[src/rtl/cache_ctrl_pkg.sv]
// ---------------------------------------------------------------------------
// cache_ctrl_pkg
// Shared types and helpers for the direct-mapped write-through cache
// controller: the controller state encoding, default address geometry and
// functions that split a word address into tag / index / offset fields.
// The helpers take the field widths as arguments so that they stay correct
// when the controller is built with non-default widths.
// ---------------------------------------------------------------------------
package cache_ctrl_pkg;

    localparam int ADDR_W_DEF   = 10;
    localparam int INDEX_W_DEF  = 5;
    localparam int OFFSET_W_DEF = 2;

    typedef enum logic [1:0] {
        IDLE   = 2'd0,
        REFILL = 2'd1,
        WRITE  = 2'd2
    } state_t;

    // Tag field: everything above index and offset.
    function automatic logic [31:0] addr_tag(input logic [31:0] addr,
                                             input int          index_w,
                                             input int          offset_w);
        return addr >> (index_w + offset_w);
    endfunction

    // Line index field.
    function automatic logic [31:0] addr_index(input logic [31:0] addr,
                                               input int          index_w,
                                               input int          offset_w);
        return (addr >> offset_w) & ((32'd1 << index_w) - 32'd1);
    endfunction

    // Word-in-block field.
    function automatic logic [31:0] addr_offset(input logic [31:0] addr,
                                                input int          offset_w);
        return addr & ((32'd1 << offset_w) - 32'd1);
    endfunction

endpackage

[src/rtl/cache_tag_store.sv]
// ---------------------------------------------------------------------------
// cache_tag_store
// Tag and valid storage for a direct-mapped cache: 2^INDEX_W entries of
// {valid, tag}. Valid bits are cleared by the asynchronous reset; tags are
// plain storage and only become meaningful once their valid bit is set.
// Ports:
//   CLK, RST        clock (rising edge), asynchronous active-low reset
//   rd_idx          combinational lookup index
//   rd_tag/rd_valid stored tag and valid bit at rd_idx
//   wr_en           perform a write this cycle
//   wr_set          1: write tag and set valid, 0: clear valid only
//   wr_idx/wr_tag   write index and tag
// ---------------------------------------------------------------------------
module cache_tag_store #(
    parameter int INDEX_W = 5,
    parameter int TAG_W   = 3
) (
    input  logic               CLK,
    input  logic               RST,
    input  logic [INDEX_W-1:0] rd_idx,
    output logic [TAG_W-1:0]   rd_tag,
    output logic               rd_valid,
    input  logic               wr_en,
    input  logic               wr_set,
    input  logic [INDEX_W-1:0] wr_idx,
    input  logic [TAG_W-1:0]   wr_tag
);

    localparam int LINES = 1 << INDEX_W;

    logic [LINES-1:0] valid;
    logic [TAG_W-1:0] tags [LINES];

    always_ff @(posedge CLK or negedge RST) begin
        if (!RST) begin
            valid <= '0;
        end else if (wr_en) begin
            valid[wr_idx] <= wr_set;
        end
    end

    always_ff @(posedge CLK) begin
        if (wr_en && wr_set) begin
            tags[wr_idx] <= wr_tag;
        end
    end

    assign rd_tag   = tags[rd_idx];
    assign rd_valid = valid[rd_idx];

endmodule

[src/rtl/cache_ctrl_fsm.sv]
// ---------------------------------------------------------------------------
// cache_ctrl_fsm
// Controller for a direct-mapped, write-through, no-write-allocate cache.
// Looks up the tag store in IDLE, refills a whole block word by word on a
// read miss, and forwards every store to main memory. Stall holds the CPU
// pipeline while a refill or memory write is outstanding.
// Ports:
//   CLK, RST                 clock (rising edge), asynchronous active-low reset
//   cpu_addr, cpu_rd, cpu_wr CPU word address and load/store requests (level)
//   Stall                    hold PC / pipeline
//   hit                      lookup hit while IDLE
//   mem_rd_req, mem_wr_req   main-memory word read / write request
//   mem_addr                 main-memory word address
//   mem_ready                one-cycle memory ack
//   fill_en                  write memory word into the data array
//   data_wr_en               write CPU store data into the data array
//   line_index, line_offset  data-array line / word select
//   hit_cnt, miss_cnt        (only with CACHE_PERF_CNT_EN) saturating counters
// Build option: define CACHE_PERF_CNT_EN to add hit/miss performance counters.
// ---------------------------------------------------------------------------
module cache_ctrl_fsm
    import cache_ctrl_pkg::*;
#(
    parameter int ADDR_W   = ADDR_W_DEF,
    parameter int INDEX_W  = INDEX_W_DEF,
    parameter int OFFSET_W = OFFSET_W_DEF
) (
    input  logic                CLK,
    input  logic                RST,
    input  logic [ADDR_W-1:0]   cpu_addr,
    input  logic                cpu_rd,
    input  logic                cpu_wr,
    output logic                Stall,
    output logic                hit,
    output logic                mem_rd_req,
    output logic                mem_wr_req,
    output logic [ADDR_W-1:0]   mem_addr,
    input  logic                mem_ready,
    output logic                fill_en,
    output logic                data_wr_en,
    output logic [INDEX_W-1:0]  line_index,
    output logic [OFFSET_W-1:0] line_offset
`ifdef CACHE_PERF_CNT_EN
    ,
    output logic [31:0]         hit_cnt,
    output logic [31:0]         miss_cnt
`endif
);

    localparam int TAG_W = ADDR_W - INDEX_W - OFFSET_W;

    state_t state, state_nxt;

    logic [OFFSET_W-1:0] count;
    logic [TAG_W-1:0]    base_tag;
    logic [INDEX_W-1:0]  base_idx;

    logic [31:0] cpu_tag32, cpu_idx32, cpu_off32;
    logic [TAG_W-1:0]    cpu_tag;
    logic [INDEX_W-1:0]  cpu_idx;
    logic [OFFSET_W-1:0] cpu_off;
    logic                unused_addr_bits;

    logic [TAG_W-1:0]    st_tag;
    logic                st_valid;
    logic                lookup_hit;

    logic                ts_we, ts_set;
    logic [INDEX_W-1:0]  ts_idx;
    logic [TAG_W-1:0]    ts_tag;
    logic                latch_base;
    logic                count_inc;

    assign cpu_tag32 = addr_tag(32'(cpu_addr), INDEX_W, OFFSET_W);
    assign cpu_idx32 = addr_index(32'(cpu_addr), INDEX_W, OFFSET_W);
    assign cpu_off32 = addr_offset(32'(cpu_addr), OFFSET_W);
    assign cpu_tag   = cpu_tag32[TAG_W-1:0];
    assign cpu_idx   = cpu_idx32[INDEX_W-1:0];
    assign cpu_off   = cpu_off32[OFFSET_W-1:0];
    assign unused_addr_bits = ^{cpu_tag32[31:TAG_W], cpu_idx32[31:INDEX_W],
                                cpu_off32[31:OFFSET_W]};

    cache_tag_store #(
        .INDEX_W (INDEX_W),
        .TAG_W   (TAG_W)
    ) u_tag_store (
        .CLK      (CLK),
        .RST      (RST),
        .rd_idx   (cpu_idx),
        .rd_tag   (st_tag),
        .rd_valid (st_valid),
        .wr_en    (ts_we),
        .wr_set   (ts_set),
        .wr_idx   (ts_idx),
        .wr_tag   (ts_tag)
    );

    assign lookup_hit = st_valid && (st_tag == cpu_tag);

    always_ff @(posedge CLK or negedge RST) begin
        if (!RST) begin
            state <= IDLE;
            count <= '0;
        end else begin
            state <= state_nxt;
            if (latch_base) begin
                count <= '0;
            end else if (count_inc) begin
                // Wraps back to zero on the last word, together with the exit.
                count <= count + 1'b1;
            end
        end
    end

    // Block base address; only meaningful while REFILL is active.
    always_ff @(posedge CLK) begin
        if (latch_base) begin
            base_tag <= cpu_tag;
            base_idx <= cpu_idx;
        end
    end

    // Outputs are forced low while reset is held so a held request cannot
    // leak a Stall or strobe out of the reset state.
    always_comb begin
        state_nxt   = state;
        Stall       = 1'b0;
        hit         = 1'b0;
        mem_rd_req  = 1'b0;
        mem_wr_req  = 1'b0;
        mem_addr    = '0;
        fill_en     = 1'b0;
        data_wr_en  = 1'b0;
        line_index  = '0;
        line_offset = '0;
        ts_we       = 1'b0;
        ts_set      = 1'b0;
        ts_idx      = cpu_idx;
        ts_tag      = cpu_tag;
        latch_base  = 1'b0;
        count_inc   = 1'b0;
        if (RST) begin
            case (state)
                IDLE: begin
                    hit         = lookup_hit;
                    line_index  = cpu_idx;
                    line_offset = cpu_off;
                    if (cpu_wr) begin
                        data_wr_en = lookup_hit;
                        Stall      = 1'b1;
                        state_nxt  = WRITE;
                    end else if (cpu_rd && !lookup_hit) begin
                        Stall      = 1'b1;
                        latch_base = 1'b1;
                        // Invalidate now so an aborted refill never leaves a
                        // partially filled line marked valid.
                        ts_we      = 1'b1;
                        ts_set     = 1'b0;
                        state_nxt  = REFILL;
                    end
                end
                REFILL: begin
                    Stall       = 1'b1;
                    mem_rd_req  = 1'b1;
                    mem_addr    = {base_tag, base_idx, count};
                    line_index  = base_idx;
                    line_offset = count;
                    if (mem_ready) begin
                        fill_en   = 1'b1;
                        count_inc = 1'b1;
                        if (&count) begin
                            ts_we     = 1'b1;
                            ts_set    = 1'b1;
                            ts_idx    = base_idx;
                            ts_tag    = base_tag;
                            state_nxt = IDLE;
                        end
                    end
                end
                WRITE: begin
                    mem_wr_req  = 1'b1;
                    mem_addr    = cpu_addr;
                    line_index  = cpu_idx;
                    line_offset = cpu_off;
                    // Release the pipeline on the ack cycle so the PC moves on
                    // the same edge that returns us to IDLE.
                    Stall       = !mem_ready;
                    if (mem_ready) begin
                        state_nxt = IDLE;
                    end
                end
                default: begin
                    state_nxt = IDLE;
                end
            endcase
        end
    end

`ifdef CACHE_PERF_CNT_EN
    function automatic logic [31:0] sat_inc(input logic [31:0] v);
        return (&v) ? v : v + 32'd1;
    endfunction

    logic req_idle;
    assign req_idle = (state == IDLE) && (cpu_rd || cpu_wr);

    always_ff @(posedge CLK or negedge RST) begin
        if (!RST) begin
            hit_cnt  <= '0;
            miss_cnt <= '0;
        end else if (req_idle) begin
            if (lookup_hit) begin
                hit_cnt <= sat_inc(hit_cnt);
            end else begin
                miss_cnt <= sat_inc(miss_cnt);
            end
        end
    end
`endif

endmodule

[config.mk]
export PLATFORM = sky130hd
export DESIGN_NAME = cache_ctrl_fsm
export DESIGN_NICKNAME = d
export VERILOG_FILES = /design/src/rtl/cache_ctrl_pkg.sv /design/src/rtl/cache_tag_store.sv /design/src/rtl/cache_ctrl_fsm.sv
export SDC_FILE = /design/constraint.sdc
export NUM_CORES = 1
export LEC_CHECK = 0
export CAP_MARGIN = 20
export CORE_ASPECT_RATIO = 1.1
export CORE_MARGIN = 4
export CORE_UTILIZATION = 39
export CTS_CLUSTER_SIZE = 24
export DETAILED_ROUTE_END_ITERATION = 6
export PLACE_DENSITY = 0.61
export SLEW_MARGIN = 5
export SYNTH_ARGS = -nofsm -noshare
export SYNTH_HDL_FRONTEND = slang
export SYNTH_HIERARCHICAL = 1
export SYNTH_SLANG_ARGS = --single-unit
[constraint.sdc]
create_clock -name CLK -period 4.7 [get_ports CLK]
set_clock_uncertainty 0.1 [all_clocks]
set_input_delay 0.705 -clock CLK [delete_from_list [all_inputs] [get_ports CLK]]
set_output_delay 0.705 -clock CLK [all_outputs]
set_load 0.01 [all_outputs]
== Word level (Yosys, flattened, before mapping) ==
Memory sizes are Yosys's and may differ from the RTL's.
Cells that the tools add are included.
Word-level totals
  register bits: 44
  word-level logic and storage cells: 82
  input port bits: 15
  output and inout bits: 23
  memories: 1
  bits in writable memories: 96
Cells by class
  add/sub/neg operators: 1
  muxes and demuxes: 54
  $lt $le $gt $ge: 3
  eq/ne operators: 7
  reductions and logical operators: 11
Memory list
  u_tag_store.tags: words 32, bits a word 3, read ports 1, clocked after Yosys merged registers in 0, write ports 1, RTL line cache_tag_store.sv:32  | logic [TAG_W-1:0] tags [LINES];
Operators with widths (number)
  $bwmux 32: 1
  $mux 1: 27
  $mux 5: 5
  $pmux 10 s2: 1
  $mux 2: 8
  $lt 5x6->1 const B: 2
  $mux 3: 4
  $mux 10: 1
  $pmux 5 s2: 1
  $ne 2x2->1 const B: 3
  $pmux 2 s3: 1
  $bmux 1 s5: 1
  $demux 1 s5: 1
  $ge 5x1->1 const B: 1
  $reduce_and 5->1: 1
  $logic_and 1x1->1: 4
  $pmux 2 s2: 1
  $eq 3x3->1: 1
  $ne 3x3->1 const B: 1
  $pmux 1 s3: 1
  $add 2x1->2 const B: 1
  $eq 2x1->1 const B: 1
  $eq 2x2->1 const B: 1
  $logic_not 1->1: 2
  5 further kinds: 5

== Depth between registers and ports, before layout ==
Gate-level depths: netlist of the first run.
  depth after elaboration: 12
  gate-level depth with buffers: 15
  mapped depth without buffers: 10

== Hierarchy ==
Netlist of the first run, hierarchy kept.
Modules (own cells, without submodules)
  cache_tag_store: cells an instance 310, instances 1, seq. area each 3683.5 µm², area each 5316.3 µm²
  cache_ctrl_fsm: cells an instance 107, instances 1, seq. area each 340.3 µm², area each 937.1 µm²

== Worst setup path after synthesis of the first run ==
OpenSTA, ideal clock, no wires.
  path type: input to register
  from: input cpu_addr[3]
  to: memory u_tag_store.tags[0][0], enable pin
  path slack: -0.380 ns
  required time: 4.281 ns
  cell stages on the path: 15
  setup time: 0.319 ns
  buffers on the path: 5
  arrival time: 4.661 ns
  cells stage by stage: buf_2 -> buf_6 -> mux4_2 -> mux4_2 -> mux2_2 -> xnor2_1 -> a41oi_2 -> nor3b_4 -> or2_1 -> or3b_2 -> clkbuf_1 -> or2_2 -> clkbuf_1 -> buf_2 -> nor2_1
Between the ends
  longest elaborated chain between the ends: 12
  elaborated cells on any way between the ends: 18
  classes of those cells: eq/ne: 1; mux: 12; reduce/logical: 4; memory: 1
Ends and longest elaborated chain
  from (decl): RTL line cache_ctrl_fsm.sv:30  | input logic [ADDR_W-1:0] cpu_addr,
  $mem_v2 32x3
  net st_tag[0]: RTL line cache_ctrl_fsm.sv:64  | logic [TAG_W-1:0] st_tag;
  $eq 3x3->1: RTL line cache_ctrl_fsm.sv:98  | assign lookup_hit = st_valid && (st_tag == cpu_tag);
  $logic_and 1x1->1: RTL line cache_ctrl_fsm.sv:98
  $logic_not 1->1: RTL line cache_ctrl_fsm.sv:152  | end else if (cpu_rd && !lookup_hit) begin
  $logic_and 1x1->1: RTL line cache_ctrl_fsm.sv:152
  $mux 1: RTL line cache_ctrl_fsm.sv:152
  $mux 1: RTL line cache_ctrl_fsm.sv:148  | if (cpu_wr) begin
  $pmux 1 s2: RTL line cache_ctrl_fsm.sv:143  | case (state)
  $mux 1: RTL line cache_ctrl_fsm.sv:142  | if (RST) begin
  net ts_we: RTL line cache_ctrl_fsm.sv:68  | logic ts_we, ts_set;
  $logic_and 1x1->1: RTL line cache_tag_store.sv:43  | if (wr_en && wr_set) begin
  $mux 1: RTL line cache_tag_store.sv:43
  $mux 1 (not written as such): RTL line cache_tag_store.sv:44  | tags[wr_idx] <= wr_tag;
  to (decl): RTL line cache_tag_store.sv:32
The timed path passes the listed nets, and every way through them passes these cells. The select of a mux whose other input is x is not followed.

== Worst setup path after layout of the first run ==
  from: input cpu_addr[4]
  to: output Stall
Between the ends
  longest elaborated chain between the ends: 9
  elaborated cells on any way between the ends: 11
  classes of those cells: eq/ne: 1; mux: 6; reduce/logical: 3; memory: 1
Ends and longest elaborated chain
  $mem_v2 32x3
  net st_tag[0]: RTL line cache_ctrl_fsm.sv:64
  $eq 3x3->1: RTL line cache_ctrl_fsm.sv:98
  $logic_and 1x1->1: RTL line cache_ctrl_fsm.sv:98
  $logic_not 1->1: RTL line cache_ctrl_fsm.sv:152
  $logic_and 1x1->1: RTL line cache_ctrl_fsm.sv:152
  $mux 1: RTL line cache_ctrl_fsm.sv:152
  $mux 1: RTL line cache_ctrl_fsm.sv:148
  $pmux 1 s3: RTL line cache_ctrl_fsm.sv:143
  $mux 1: RTL line cache_ctrl_fsm.sv:142
  to (decl): RTL line cache_ctrl_fsm.sv:33  | output logic Stall,
The timed path passes the listed nets, and every way through them passes these cells. The select of a mux whose other input is x is not followed.

==> results of run 1 <==
-- Yosys cell counts (all sizes together) --
cell type  count
edfxtp       104
o21ai         62
mux4          40
nor2          38
dfrtp         36
nand2         23
clkbuf        20
a21oi         16
mux2          12
buf           10
inv            6
ha             5
nand3b         5
a22oi          4
and2           4
o31ai          4
or2            4
or3b           4
xnor2          4
nand2b         2
nand3          2
nand4          2
a32o           1
a41oi          1
and3           1
clkinv         1
mux2i          1
nor3b          1
o211ai         1
o21a           1
o221ai         1
or3            1
-- metrics by stage --
step	hold slack [ns]	total power, W	TNS [ns]	cells	area (um^2)
finish	0.253	0.00315	0	677	7620
global route	0.290	0.00328	0	677	7620
CTS	0.262	0.00318	0	677	7620
detailed placement	0.392	0.00183	-1.24	644	6990
global placement	0.386	0.00182	-0.144	644	6990
floorplan	0.309	0.00166	-0.298	417	6410
-- power breakdown --
| group | leakage [nW] | internal, W | total [W] | switching, W |
|---|---|---|---|---|
| clock network | 0.294 | 0.000836 | 0.00135 | 0.000512 |
| registers | 1.43 | 0.00135 | 0.00137 | 0.0000148 |
| logic | 0.890 | 0.000195 | 0.000439 | 0.000243 |
| total | 2.62 | 0.00238 | 0.00315 | 0.000770 |
-- layer usage --
layer | global-route usage | up-vias
met2 | 0.263 | 116
li1 | - | 1703
met3 | 0.0565 | 16
met1 | 0.224 | 1918
met4 | 0.0464 | 0
met5 | 0 | -
-- area by class of cell --
class                   count  area, um^2  area share
multi-input cells         240        2140       0.281
well taps                 200         250      0.0328
flip-flops and latches    140        4020       0.528
inverters                   7        26.3     0.00345
clock inverters            14         170      0.0223
repair buffers             58         581      0.0762
clock buffers              18         429      0.0563
-- cell families (layout without fill, tap and decap cells) --
family / after synthesis / in the layout / synth area share
compound gates: 91 / 91 / 0.0800
xor+xnor: 4 / 4 / 0.00560
fa+ha+maj: 5 / 5 / 0.0100
buf+inv: 37 / 97 / 0.0264
flops: 140 / 140 / 0.643
mux: 53 / 53 / 0.167
simple gates: 87 / 87 / 0.0672
-- final timing paths --
| check | to | cells after the start |
|---|---|---|
| setup / recovery | Stall | 11 |
| hold / removal | count[0] | 2 |
| setup reg to reg | u_tag_store/tags[2][1] | 10 |
| hold reg to reg | u_tag_store/valid[23] | 2 |
| max in group asynchronous | u_tag_store/valid[3] | 2 |
| min in group CLK | u_tag_store/valid[23] | 2 |
-- worst reg2reg max path, cell delays in order, from the launching register on --
cell	delay, ns
edfxtp_1	0.38
mux4_2	0.50
mux4_2	0.48
mux2_4	0.30
xnor2_2	0.15
a41oi_2	0.22
nor3b_4	0.23
or2_1	0.20
nand3b_1	0.13
or2_2	0.45
nor2_1	0.33
-- flip-flops by register name, summed over array words and instances, names as in the netlist --
signal and count:
u_tag_store/tags 96, state 2, u_tag_store/valid 32, count 2, base_idx 5, base_tag 3
-- repair_timing --
item / CTS / global route
setup endpoints to repair: 1 / 1
gates resized for setup: 1 / 1
cloned: 1 / 0
==> run_results.csv, run 1 <==
group,metric,value,unit
route,drc,0,
sta,period_share,0.972,
global_route,grt_max_degree,45,
die,core,15700,um^2
setup_path,r2r_start,"u_tag_store/tags[7][1]",
power,powerDensity,414,nW/um^2
setup_path,slowest_stage,"mux4_2",
synth,synth_nets,437,
flow_run,maxCapViolCount,0,
hold_path,hp-class,"primary input to async pin",
synth,yosysTopAreaCell,"edfxtp_1",
placement,io_buffers,37,
setup_path,required,3.89,ns
sta,setup_viol,0,
die,dieArea,18100,um^2
route,drtAntennaViolNets,0,
finish,mostFrequentLayoutCell,"edfxtp_1",
die,die-height,141,um
synth,yosysSeqAreaShare,0.643,
setup_path,slowest_delay,0.50,ns
route,met1Wirelength,6310,um
power,p_leak,2.62,nW
finish,nets,484,
sta,tightest_slew,0.687,ns
synth,synthTopCellsByArea,"edfxtp_1, dfrtp_1, mux4_2",
sta,rsz0062_at_grt,"no",
finish,drive_gt1_frac,0.262,
global_route,grt_first_pass_wirelength,22600,um
route,vias_per_cell,5.54,
die,initial_core_util,0.397,
synth,synth_top_cell_area_share,0.499,
synth,synth_warnings,6,
finish,antenna_cells,0,
route,wl_per_cell,21.1,um
placement,dp_worst_setup_slack,-0.0608,ns
route,vias,3753,
clock_tree,ctsHoldBuffers,0,
synth,synthCells,417,
setup_path,crit_path_start,"cpu_addr[4]",
synth,syn_area,6250,um^2
setup_path,endpoint_kind,"output pin",
setup_path,path_class,"primary input to output pin",
setup_path,cp-start-kind,"primary input",
global_route,grt_antenna_before_repair,0,
global_route,grt_pass1_vias,3866,
setup_path,r2r_setup_slack,0.90,ns
run_status,status,"completed",
setup_path,crit_chain,"clkdlybuf4s15_1, bufbuf_16, mux4_2, mux4_2, mux2_2, xnor2_1, a41oi_2, buf_4, o21ai_0, a21oi_1, clkdlybuf4s50_1",
setup_path,path_common_cell,"mux4_2",
die,die_w,129,um
sta,fmax,219,MHz
finish,most-common-layout-cells,"edfxtp_1, o21ai_0, mux4_2",
power,vdd_ir_drop_max,0.248,mV
clock_tree,cts_made_buffers,17,
clock_tree,cts_tree,"yes",
route,first_pass_iters,5,
setup_path,critical_path.top_delay_family,"buffers and inverters",
die,io_pins,38,
placement,gp_congestion,0.799,
route,first_iter_violations,385,
setup_path,cp.arrival,3.76,ns
sta,maxSlewHeadroom,0.541,
clock_tree,root_buffer,"clkbuf_16",
route,wl_met3,903,um
sta,hold_viol,0,
route,dr_wl_met2,6860,um
route,wl,14300,um
die,rows,48,
synth,yosysUniqueCellTypes,36,
finish,n_fill_cell,1322,
clock_tree,clockBufferDepth,2,
route,highest_layer,"met4",
global_route,grt_overflow,0,
synth,postSynthAreaPerCell,15.0,um^2
synth,ys_ff_latch,140,
clock_tree,cts_sinks,140,
sta,min_period,4.57,ns
setup_path,worst-path-max-fanout,10,
finish,syn2layout_area_growth,21.9,%
placement,dpl.hpwl,9630,um
global_route,globalRouteTotalUtil,0.167,
clock_tree,insertion_delay,0.42,ns
clock_tree,post_cts_buffers,0,
sta,final_max_slew_viol_count,0,
clock_tree,path_clk_slew,0.06,ns
clock_tree,h-tree-depth,4,
sta,setup_ws,0.131,ns
setup_path,path_buf_inv,4,
finish,final_util,0.484,
Note: power is estimated with default switching activity, not from simulation.
==> run 2, diff against run 1 <==
--- a/config.mk
+++ b/config.mk
@@ -8,10 +8,10 @@
 export CAP_MARGIN = 20
 export CORE_ASPECT_RATIO = 1.1
 export CORE_MARGIN = 4
-export CORE_UTILIZATION = 39
+export CORE_UTILIZATION = 40
 export CTS_CLUSTER_SIZE = 24
 export DETAILED_ROUTE_END_ITERATION = 6
-export PLACE_DENSITY = 0.61
+export PLACE_DENSITY = 0.62
 export SLEW_MARGIN = 5
 export SYNTH_ARGS = -nofsm -noshare
 export SYNTH_HDL_FRONTEND = slang
==> run 2 against run 1 <==
Final cell count down 1.0%. Count of clock-buffer cells in the layout stayed put. Critical path depth shrank 1. Combinational power is 2% higher. First-iteration DRC count shrank 24%. Hold slack lost 0.17 ns. Wire length down 0.86%. Die area down 2.3%. Global-route usage down 0.053 points. Worst setup slack lost 0.018 ns. Clock power about the same. Sequential cell count is the same. Critical path type unchanged. Largest cell class unchanged. Largest power group unchanged.
==> run_results.csv, run 2 (synthesized netlist as in run 1, its figures left out) <==
group,metric,value,unit
flow_run,maxCapViolCount,0,
route,wl,14200,um
setup_path,r2r_start,"u_tag_store/tags[21][1]",
sta,hold_ws,0.0795,ns
power,p_leak,2.61,nW
die,die_w,127,um
global_route,grt_pass1_vias,3783,
sta,rsz0062_at_grt,"no",
sta,min_period,4.59,ns
die,core,15200,um^2
die,io_pins,38,
sta,setup_viol,0,
finish,nets,482,
hold_path,hp-class,"primary input to async pin",
setup_path,required,3.89,ns
setup_path,crit_chain,"clkdlybuf4s50_1, buf_12, mux4_2, mux4_2, mux2_2, xnor2_2, nand4_1, nor2_2, and2_1, clkdlybuf4s50_1",
setup_path,endpoint_kind,"output pin",
global_route,globalRouteTotalUtil,0.167,
setup_path,slowest_delay,0.54,ns
sta,tightest_slew,0.675,ns
global_route,grt_overflow,0,
setup_path,worst-path-max-fanout,25,
placement,io_buffers,37,
sta,maxSlewHeadroom,0.549,
die,dieArea,17700,um^2
clock_tree,root_buffer,"clkbuf_16",
finish,largest_reg_flops,96,
route,vias,3747,
global_route,grt_first_pass_wirelength,22300,um
finish,n_fill_cell,1254,
setup_path,cp.arrival,3.78,ns
sta,setup_ws,0.113,ns
run_status,status,"completed",
placement,gp_congestion,0.777,
sta,hold_viol,0,
clock_tree,clockBufferDepth,2,
finish,regArea,4020,um^2
route,highest_layer,"met4",
route,wl_per_cell,21.1,um
power,vdd_ir_drop_max,0.262,mV
finish,most-common-layout-cells,"edfxtp_1, o21ai_0, mux4_2",
finish,reg_top3,"u_tag_store/tags: 96 flops, u_tag_store/valid: 32 flops, base_idx: 5 flops",
finish,mostFrequentLayoutCell,"edfxtp_1",
route,vias_per_cell,5.59,
finish,final_cells,670,
die,initial_core_util,0.412,
placement,dpl.hpwl,9670,um
route,met1Wirelength,5970,um
route,wl_met3,868,um
clock_tree,cts_sinks,140,
setup_path,path_class,"primary input to output pin",
setup_path,r2r_setup_slack,0.71,ns
setup_path,cp-start-kind,"primary input",
sta,period_share,0.976,
setup_path,crit_path_start,"cpu_addr[4]",
sta,final_max_slew_viol_count,0,
sta,fmax,218,MHz
placement,dp_worst_setup_slack,-0.0637,ns
route,dr_wl_met2,6980,um
route,drtAntennaViolNets,0,
global_route,grt_antenna_before_repair,0,
sta,finalSetupTns,0,ns
die,die-height,139,um
route,first_pass_iters,4,
clock_tree,cts_tree,"yes",
global_route,grt_max_degree,33,
route,drc,0,
route,first_iter_violations,294,
finish,drive_gt1_frac,0.262,
finish,syn2layout_area_growth,21.8,%
setup_path,slowest_stage,"mux4_2",
clock_tree,path_clk_slew,0.06,ns
die,rows,47,
finish,antenna_cells,0,
clock_tree,insertion_delay,0.42,ns
finish,regMostFlops,"u_tag_store/tags",
finish,multi_input_area,2160,um^2
clock_tree,cts_made_buffers,17,
clock_tree,h-tree-depth,4,
placement,post-place-cells,638,
power,powerDensity,414,nW/um^2
==> run 2: cell types whose count changed in the layout (fill, tap and decap cells not counted), moves of 2 or more <==
| cell | previous run | this run |
|---|---|---|
| buf_4 | 17 | 14 |
| clkinv_2 | 4 | 1 |
| clkinv_4 | 4 | 1 |
| clkinvlp_4 | 1 | 4 |
| buf_12 | 3 | 5 |
| xnor2_1 | 3 | 1 |
| xnor2_2 | 1 | 3 |
==> run 2: final cells by class <==
| type | count | share of cell area |
|---|---|---|
| flip-flops and latches | 140 | 0.528 |
| multi-input cells | 240 | 0.283 |
| repair buffers | 56 | 0.0746 |
| clock buffers | 18 | 0.0563 |
| well taps | 196 | 0.0322 |
| clock inverters | 13 | 0.0218 |
| inverters | 7 | 0.00345 |
==> run 2: final timing paths <==
kind	to	cells past startpoint
max reg2reg	u_tag_store/tags[17][2]	11
min	count[0]	1
min in group CLK	u_tag_store/valid[4]	2
max in group asynchronous	u_tag_store/valid[16]	2
min reg2reg	u_tag_store/valid[4]	2
max	data_wr_en	10
==> run 2: what timing repair did <==
| action | 4_1_cts | 5_1_grt |
|---|---|---|
| hold buffers | 0 | 0 |
| hold endpoints to repair | 0 | 0 |
| buffers inserted | 0 | 1 |
| gates resized for setup | 0 | 5 |
| setup endpoints to repair | 0 | 2 |
==> run 2: layer usage <==
| layer | global-route usage | vias up |
|---|---|---|
| li1 | - | 1700 |
| met1 | 0.221 | 1897 |
| met2 | 0.262 | 125 |
| met3 | 0.0451 | 25 |
| met4 | 0.0672 | 0 |
| met5 | 0 | - |
==> run 2: through the flow <==
| step | total power [W] | utilization | instance area [um^2] |
|---|---|---|---|
| 2_1_floorplan | 0.00166 | - | 6410 |
| 3_3_place_gp | 0.00183 | 0.461 | 6990 |
| 3_5_place_dp | 0.00184 | 0.461 | 6990 |
| 4_1_cts | 0.00319 | 0.500 | 7590 |
| 5_1_grt | 0.00329 | 0.502 | 7620 |
| 6_report | 0.00316 | 0.502 | 7620 |
==> run 2: where the power goes <==
part	switching (W)	internal (W)
clock network	0.000505	0.000835
registers	0.0000152	0.00135
logic	0.000252	0.000196
total	0.000772	0.00238
==> run 2: worst max-delay path: cells and delay by family <==
family	cells	cell delay, ns
AND/OR/NAND/NOR	3	0.46
XOR/XNOR	1	0.20
multiplexers	3	1.17
buffers and inverters	3	1.24
